==> src/rtl/bcd_scan_counter.sv <==
// Four-digit BCD up/down counter with prescaled counting and a multiplexed,
// leading-zero-blanking display scanner feeding a 7-segment decoder.
module bcd_scan_counter #(
    parameter int TICK_DIV = 50_000_000,
    parameter int SCAN_DIV = 100_000
) (
    input  logic        clk,
    input  logic        rst,
    input  logic        en,
    input  logic        up,
    input  logic        clr,
    input  logic        load,
    input  logic [15:0] load_val,
    input  logic        lzb,
    output logic        a,
    output logic        b,
    output logic        c,
    output logic        d,
    output logic [3:0]  digit_sel,
    output logic [15:0] count,
    output logic        carry
);

    localparam int TW = $clog2(TICK_DIV);
    localparam int SW = $clog2(SCAN_DIV);
    localparam logic [TW-1:0] T_LAST = TW'(TICK_DIV - 1);
    localparam logic [SW-1:0] S_LAST = SW'(SCAN_DIV - 1);

    logic [TW-1:0] tdiv;
    logic [SW-1:0] sdiv;
    logic [1:0]    idx;
    logic [1:0]    next_idx;
    logic [3:0]    shown;
    logic          tick;
    logic          scan_wrap;
    logic          hi_zero;
    logic          blank;
    logic          inc_c;
    logic          dec_b;
    logic [15:0]   count_inc;
    logic [15:0]   count_dec;
    logic [15:0]   load_clamped;

    assign tick      = en && (tdiv == T_LAST);
    assign scan_wrap = (sdiv == S_LAST);
    assign next_idx  = idx + 2'd1;
    assign {a, b, c, d} = shown;

    // Ripple BCD increment/decrement: a digit only changes while the
    // carry/borrow from the lower digits is still pending.
    always_comb begin
        count_inc = count;
        count_dec = count;
        inc_c = 1'b1;
        dec_b = 1'b1;
        for (int unsigned i = 0; i < 4; i++) begin
            if (inc_c) begin
                if (count[4*i +: 4] == 4'd9) begin
                    count_inc[4*i +: 4] = 4'd0;
                end else begin
                    count_inc[4*i +: 4] = count[4*i +: 4] + 4'd1;
                    inc_c = 1'b0;
                end
            end
            if (dec_b) begin
                if (count[4*i +: 4] == 4'd0) begin
                    count_dec[4*i +: 4] = 4'd9;
                end else begin
                    count_dec[4*i +: 4] = count[4*i +: 4] - 4'd1;
                    dec_b = 1'b0;
                end
            end
        end
    end

    always_comb begin
        load_clamped = '0;
        for (int unsigned i = 0; i < 4; i++) begin
            load_clamped[4*i +: 4] = (load_val[4*i +: 4] > 4'd9) ? 4'd9 : load_val[4*i +: 4];
        end
    end

    // Blanking looks at the slot about to be shown; the ones slot never blanks.
    always_comb begin
        unique case (next_idx)
            2'd1:    hi_zero = (count[15:4] == 12'd0);
            2'd2:    hi_zero = (count[15:8] == 8'd0);
            2'd3:    hi_zero = (count[15:12] == 4'd0);
            default: hi_zero = 1'b0;
        endcase
        blank = lzb && hi_zero;
    end

    always_ff @(posedge clk) begin
        if (rst) begin
            tdiv  <= '0;
            count <= '0;
            carry <= 1'b0;
        end else begin
            carry <= 1'b0;
            if (clr) begin
                count <= '0;
                tdiv  <= '0;
            end else if (load) begin
                count <= load_clamped;
                tdiv  <= '0;
            end else begin
                if (en) begin
                    tdiv <= tick ? '0 : tdiv + TW'(1);
                end
                if (tick) begin
                    count <= up ? count_inc : count_dec;
                    carry <= up ? (count == 16'h9999) : (count == 16'h0000);
                end
            end
        end
    end

    always_ff @(posedge clk) begin
        if (rst) begin
            sdiv      <= '0;
            idx       <= '0;
            shown     <= '0;
            digit_sel <= 4'b1110;
        end else if (scan_wrap) begin
            sdiv      <= '0;
            idx       <= next_idx;
            shown     <= count[{next_idx, 2'b00} +: 4];
            digit_sel <= blank ? '1 : ~(4'b0001 << next_idx);
        end else begin
            sdiv <= sdiv + SW'(1);
        end
    end

endmodule

==> config.mk <==
export PLATFORM = sky130hd
export DESIGN_NAME = bcd_scan_counter
export DESIGN_NICKNAME = d
export VERILOG_FILES = /design/src/rtl/bcd_scan_counter.sv
export SDC_FILE = /design/constraint.sdc
export NUM_CORES = 1
export LEC_CHECK = 0
export CORE_MARGIN = 2
export CORE_UTILIZATION = 28
export DETAILED_ROUTE_END_ITERATION = 16
export GPL_TIMING_DRIVEN = 0
export HOLD_SLACK_MARGIN = 0.12
export SYNTH_ARGS = -nofsm -noshare
export SYNTH_HDL_FRONTEND = slang
export SYNTH_SLANG_ARGS = --single-unit
==> constraint.sdc <==
create_clock -name clk -period 1.85 [get_ports clk]
set_input_delay 0.555 -clock clk [delete_from_list [all_inputs] [get_ports clk]]
set_output_delay 0.555 -clock clk [all_outputs]
set_load 0.03 [all_outputs]
==> results of run 1 <==
-- metrics by stage --
stage / worst slack [ns] / hold WS (ns) / instance area, µm² / cells
2_1_floorplan: -0.07216 / 0.4417 / 4128 / 489
3_3_place_gp: -0.4091 / 0.4619 / 4803 / 714
3_5_place_dp: -0.4243 / 0.4643 / 4803 / 714
4_1_cts: -0.01075 / 0.4892 / 5240 / 732
5_1_grt: -0.09455 / 0.5119 / 5464 / 739
6_report: -0.02651 / 0.4901 / 5464 / 739
-- how the worst min path moves through the flow --
stage / startpoint / to / slack (ns) / cells past startpoint
2_1_floorplan: sdiv[0] / sdiv[0] / 0.44 / 1
3_3_place_gp: sdiv[0] / sdiv[0] / 0.46 / 1
3_5_place_dp: sdiv[0] / sdiv[0] / 0.46 / 1
4_1_cts: tdiv[15] / tdiv[15] / 0.49 / 2
5_1_grt: digit_sel[0] / digit_sel[0] / 0.51 / 2
6_report: tdiv[15] / tdiv[15] / 0.49 / 2
-- logic make-up after synthesis --
kind of cell / count (synthesis) / synth area share
AND/OR/NAND/NOR: 216 / 0.2897
flip-flops: 70 / 0.3463
buffers and inverters: 49 / 0.05411
adder cells (fa/ha/maj): 7 / 0.02164
AO/OA/AOI/OAI: 85 / 0.1357
multiplexers: 15 / 0.05071
XOR/XNOR: 47 / 0.1017
-- report_power, final --
| group | internal [µW] | switching (µW) | total, µW |
|---|---|---|---|
| logic | 187 | 240 | 427 |
| registers | 1520 | 29.3 | 1550 |
| clock network | 1070 | 676 | 1750 |
| total | 2780 | 946 | 3730 |
-- sequential cells by signal (all words and copies together), names as in the netlist --
name / flops
carry: 1
count: 16
digit_sel: 4
idx: 2
sdiv: 17
shown: 4
tdiv: 26
-- synth_stat cells (all sizes together) (14+ instances only) --
library cell	number
nor2	75
dfxtp	70
nand2	31
o21ai	26
xnor2	25
clkbuf	22
nand3	22
xor2	22
a21oi	19
inv	17
nor4	14
-- timing repair --
action | CTS | global route
gates resized for setup | 67 | 56
cloned | 0 | 0
setup endpoints to repair | 87 | 58
pin swaps | 9 | 11
buffers inserted | 5 | 8
-- routing by layer --
metal	vias up	part of all wire
met3	9	0.060
met4	0	0.013
met5	-	0
li1	1867	-
met1	1776	0.45
met2	125	0.47
-- worst min-delay path: stages, from the launching register on --
cell     delay, ns
dfxtp_1       0.31
o21ai_0       0.07
a21oi_1       0.06
-- final cells by class --
class	instances	area, µm²
Inverter	17	63.81
Timing Repair Buffer	58	523.0
Clock buffer	10	239.0
Sequential cell	70	1443
Fill cell	1442	8524
Buffer	29	205.2
Clock inverter	5	58.81
Tap cell	180	225.2
Multi-Input combinational cell	370	2706
==> results_dict.tcl, run 1 <==
set metrics [dict create \
    status "complete, but fails checks" \
    violations "negative setup slack" \
    crit_chain "nor4bb_4 > nand4_1 > nor4_4 > a21oi_1 > a311o_1 > a21oi_1" \
    cts_sinks 70 \
    finalWirelength_mm 10.95 \
    crit_path_max_incr_delay_ns 0.37 \
    ys_ff_latch 70 \
    detail_route.drc_violations 0 \
    drive_gt1_frac 0.2290 \
    vias 3777 \
    setup-tns-final_ns -0.04833 \
    rr_startpoint "tdiv[19]" \
    max_freq_ghz 0.5329 \
    rows 43 \
    relSlewSlack 0.5953 \
    crit_arrival_ns 2.14 \
    avgSynthCellArea_um2 8.275 \
    die_w_um 124.2 \
    p_leak_uw 0.002022 \
    syn_nets 519 \
    grt_max_degree 13 \
    critPathCaptureType "register" \
    ys_seq_area_frac 0.3463 \
    ys_async_sr_fraction 0 \
    io_pins 48 \
    clockBufferDepth 2 \
    nets 585 \
    mostFrequentLayoutCell "nor2_1" \
    ant_nets 0 \
    worstPathRequired_ns 2.12 \
    vdd_ir_drop_max_mv 0.4293 \
    numCtsBuffers 9 \
    grt_pass1_wl_mm 17.75 \
    grt_use_met1 0.1830 \
    finClkSkew_ns 0.006629 \
    root_buffer "clkbuf_16" \
    critPathBufInv 0 \
    die_y_um 124.2 \
    rsz0062_at_grt "true" \
    grt_overflow 0 \
    path_clk_slew_ns 0.06 \
    worst-path-max-fanout 4 \
    htreeDepth 3 \
    final.setup.worst_slack_ns -0.02651 \
    die-area_mm2 0.01543 \
    antenna_found_initial 0 \
    p_total_uw 3727 \
    cp_top_family "simple AND/OR/NAND/NOR gates" \
    drt_iter0_drc 279 \
    routed_via_density 5.111 \
    hold_buffers 0 \
    clock_latency_ns 0.33 \
    cap_viol_max_count 0 \
    met3_usage 0.03313 \
    grt_pass1_vias 3581 \
    tightest_slew_ns 0.5918 \
    drv_slew 0 \
    path_class "reg2reg" \
    cpMaxStageDelayCell "nor4_4" \
    yosysTopAreaCell "dfxtp_1" \
    syn2layout_area_growth_pct 35.03 \
    design.core.area_mm2 0.01399 \
    synth-main-ff-cell "dfxtp_1" \
    reg2reg_to "count[1]" \
    synth.cell_area_mm2 0.004046 \
    synth_area_leaders "dfxtp_1 35%, nor2_1 6.9%, xnor2_1 5.4%" \
    worstSetupEndpoint "count[1]" \
    synth_cells 489 \
    hold_viol 0 \
    period_needed_ns 1.877 \
    hold_class "reg2reg" \
    reg2reg_depth 6 \
    diodes 0 \
    setup.worst_path.start "tdiv[19]" \
    yosys.cell_types.count 62 \
    final_core_util 0.3906 \
    io_buffer_count 45 \
    first_pass_iters 5 \
    setup_viol 3 \
    met2_usage 0.2240 \
    crit_cells 6 \
    cts_tree "built" \
    netlist.area_leader.share 0.3463 \
    post-dp-hpwl_mm 7.775 \
    wl_per_cell_um 14.82 \
    start_util 0.2893 \
    gr-usage-all-layers 0.1394 \
    mostFrequentLayoutCells "74 x nor2_1, 49 x dfxtp_1, 30 x nand2_1" \
    fin_crit_sh 1.014 \
    yosys_warnings 0 \
    finalWeightedCongestion 0.8861 \
    power.density_mw_per_mm2 682.1 \
    r2r_slack_ns -0.03 \
    worstSetupStartpointType "register" \
    synth_edf_count 0 \
    critPathMostFrequentCell "a21oi_1" \
    grt.busiest_layer "met2" \
]
Power figures use the tool's default switching activity.
==> run 2: changes to the inputs <==
ABC_AREA = 1   (was default)
==> run 2 against run 1 <==
The run now ends clean; register-to-register slack better by 0.17 ns; final area down 2.0%; clock-buffer cell count up 3; sequential cell count unchanged; largest cell class unchanged; critical path type is now reg2out; highest routed layer unchanged; largest power group unchanged; clock skew about the same; critical path depth down 5; hold slack worse by 0.044 ns; worst setup slack better by 0.065 ns.
==> results_dict.tcl, run 2 <==
set metrics [dict create \
    grt.busiest_layer "met2" \
    final_cells 953 \
    post-dp-hpwl_mm 8.657 \
    drive_gt1_frac 0.09935 \
    synth_xor_area_frac 0.03018 \
    cap_viol_max_count 0 \
    place_area_mm2 0.005039 \
    synth_most_common_cell "nand2_1" \
    met3_usage 0.03035 \
    root_buffer "clkbuf_16" \
    tightest_slew_ns 0.5057 \
    crit_path_max_incr_delay_ns 0.49 \
    io_pins 48 \
    crit_cells 1 \
    critPathCaptureType "output port" \
    p_total_uw 3776 \
    routed_via_density 4.650 \
    top_regs "tdiv: 26 flops, sdiv: 17 flops, count: 16 flops" \
    r2r_slack_ns 0.14 \
    netlist.area_leader.share 0.3219 \
    clock_latency_ns 0.35 \
    avgSynthCellArea_um2 6.218 \
    gr-usage-all-layers 0.1466 \
    relSlewSlack 0.6628 \
    htreeDepth 3 \
    cts_sinks 70 \
    power.density_mw_per_mm2 705.1 \
    finClkSkew_ns 0.007060 \
    finalWirelength_mm 11.57 \
    mostFrequentLayoutCell "nand2_1" \
    ys_seq_area_frac 0.3219 \
    p_leak_uw 0.002224 \
    worstPathRequired_ns 1.29 \
    die_w_um 128.7 \
    die-area_mm2 0.01656 \
    yosys.cell_types.count 37 \
    reg2reg_to "shown[2]" \
    cpMaxStageDelayCell "dfxtp_1" \
    wl_per_cell_um 12.14 \
    synth.cell_area_mm2 0.004353 \
    synth_compound_area_frac 0.1035 \
    drv_slew 0 \
    max_freq_ghz 0.5522 \
    synthAdderAreaFrac 0.02012 \
    final_cell_area_mm2 0.005355 \
    ys_async_sr_fraction 0 \
    period_needed_ns 1.811 \
    detail_route.drc_violations 0 \
    worstSetupStartpointType "register" \
    antenna_found_initial 0 \
    critPathBufInv 1 \
    clockBufferDepth 2 \
    yosys_warnings 0 \
    muxShareOfSynthArea 0 \
    vdd_ir_drop_max_mv 0.4514 \
    vias 4431 \
    cts_tree "built" \
    reg2reg_depth 8 \
    setup.worst_path.start "count[2]" \
    die_y_um 128.7 \
    crit_arrival_ns 1.26 \
    design.core.area_mm2 0.01520 \
    hold_class "reg2reg" \
    grt_max_degree 12 \
    synth-main-ff-cell "dfxtp_1" \
    cp_top_family "flip-flops" \
    drt_iter0_drc 331 \
    rr_startpoint "idx[0]" \
    yosysTopAreaCell "dfxtp_1" \
    ant_nets 0 \
    yosys.area_share.simple 0.4208 \
    hold_viol 0 \
    setup_viol 0 \
    io_buffer_count 45 \
    status "finished clean" \
    ys_top_cells_by_count "171 x nand2_1, 134 x nor2_1, 72 x inv_1, 70 x dfxtp_1, 56 x nand3_1" \
    numCtsBuffers 9 \
    hold_buffers 0 \
    grt_pass1_vias 3867 \
    crit_chain "clkdlybuf4s15_1" \
    nets 790 \
    rows 45 \
    syn_nets 730 \
    ys_ff_latch 70 \
    mostFrequentLayoutCells "170 x nand2_1, 132 x nor2_1, 72 x inv_1" \
    diodes 0 \
    start_util 0.2863 \
    grt_pass1_wl_mm 19.21 \
    first_pass_iters 4 \
    setup-tns-final_ns 0 \
    synth_top_family_by_area "simple AND/OR/NAND/NOR gates" \
    place_inst 933 \
    grt_overflow 0 \
    synth_area_leaders "dfxtp_1 32%, nand2_1 15%, nor2_1 12%" \
    syn2layout_area_growth_pct 23.02 \
    synth_cells 700 \
    grt_use_met1 0.2124 \
    worst-path-max-fanout 8 \
    fin_crit_sh 0.9790 \
    largest_reg_flops 26 \
    synth_edf_count 0 \
    finalWeightedCongestion 0.8648 \
    top_register "tdiv" \
    path_class "reg2out" \
    met2_usage 0.2135 \
    worstSetupEndpoint "count[2]" \
    path_clk_slew_ns 0.06 \
]
[run 2: worst min-delay path by stage]
stage | from | slack, ns | cells after the start | endpoint
after detailed placement | sdiv[0] | 0.44 | 1 | sdiv[0]
after global placement | sdiv[0] | 0.43 | 1 | sdiv[0]
final | sdiv[0] | 0.45 | 1 | sdiv[0]
after floorplan | sdiv[0] | 0.42 | 1 | sdiv[0]
after global routing | shown[0] | 0.46 | 2 | shown[0]
after CTS | shown[1] | 0.45 | 2 | shown[1]
[run 2: power breakdown]
part           switching [µW]  internal [µW]  total, µW
Sequential               30.9           1530       1560
Combinational             283            175        458
Clock                     676           1080       1760
Total                     990           2790       3780
[run 2: cell families after synthesis]
family	count (synthesis)
fa+ha+maj	7
xor+xnor	15
simple gates	423
compound gates	87
flops	70
buf+inv	98
[run 2: layout make-up]
type	count	area, µm²
plain buffers	19	161.4
clock buffers	13	250.2
clock inverters	3	43.79
fillers	1688	9847
inverters	78	294.0
multi-input cells	532	2521
flip-flops and latches	70	1408
well taps	188	235.2
repair buffers	50	441.7
[run 2: metrics by stage]
step	worst slack, ns	hold slack, ns	utilization
after floorplan	0.04698	0.4175	-
after global placement	-0.6954	0.4339	0.3314
after detailed placement	-0.6784	0.4390	0.3314
after CTS	0.0001087	0.4504	0.3495
after global routing	-0.01515	0.4622	0.3523
final	0.03891	0.4457	0.3523
[run 2: timing repair]
action                                  4_1_cts  5_1_grt
pin swaps                                     1        2
setup buffers                                 0        5
resized for setup                            33       22
endpoints found under the setup margin       73       39
[run 2: per-layer routing]
layer  part of all wire  routed length (µm)
met5                  0                   0
met4              0.022                 249
met3              0.046                 528
met2               0.42                4827
met1               0.52                5969
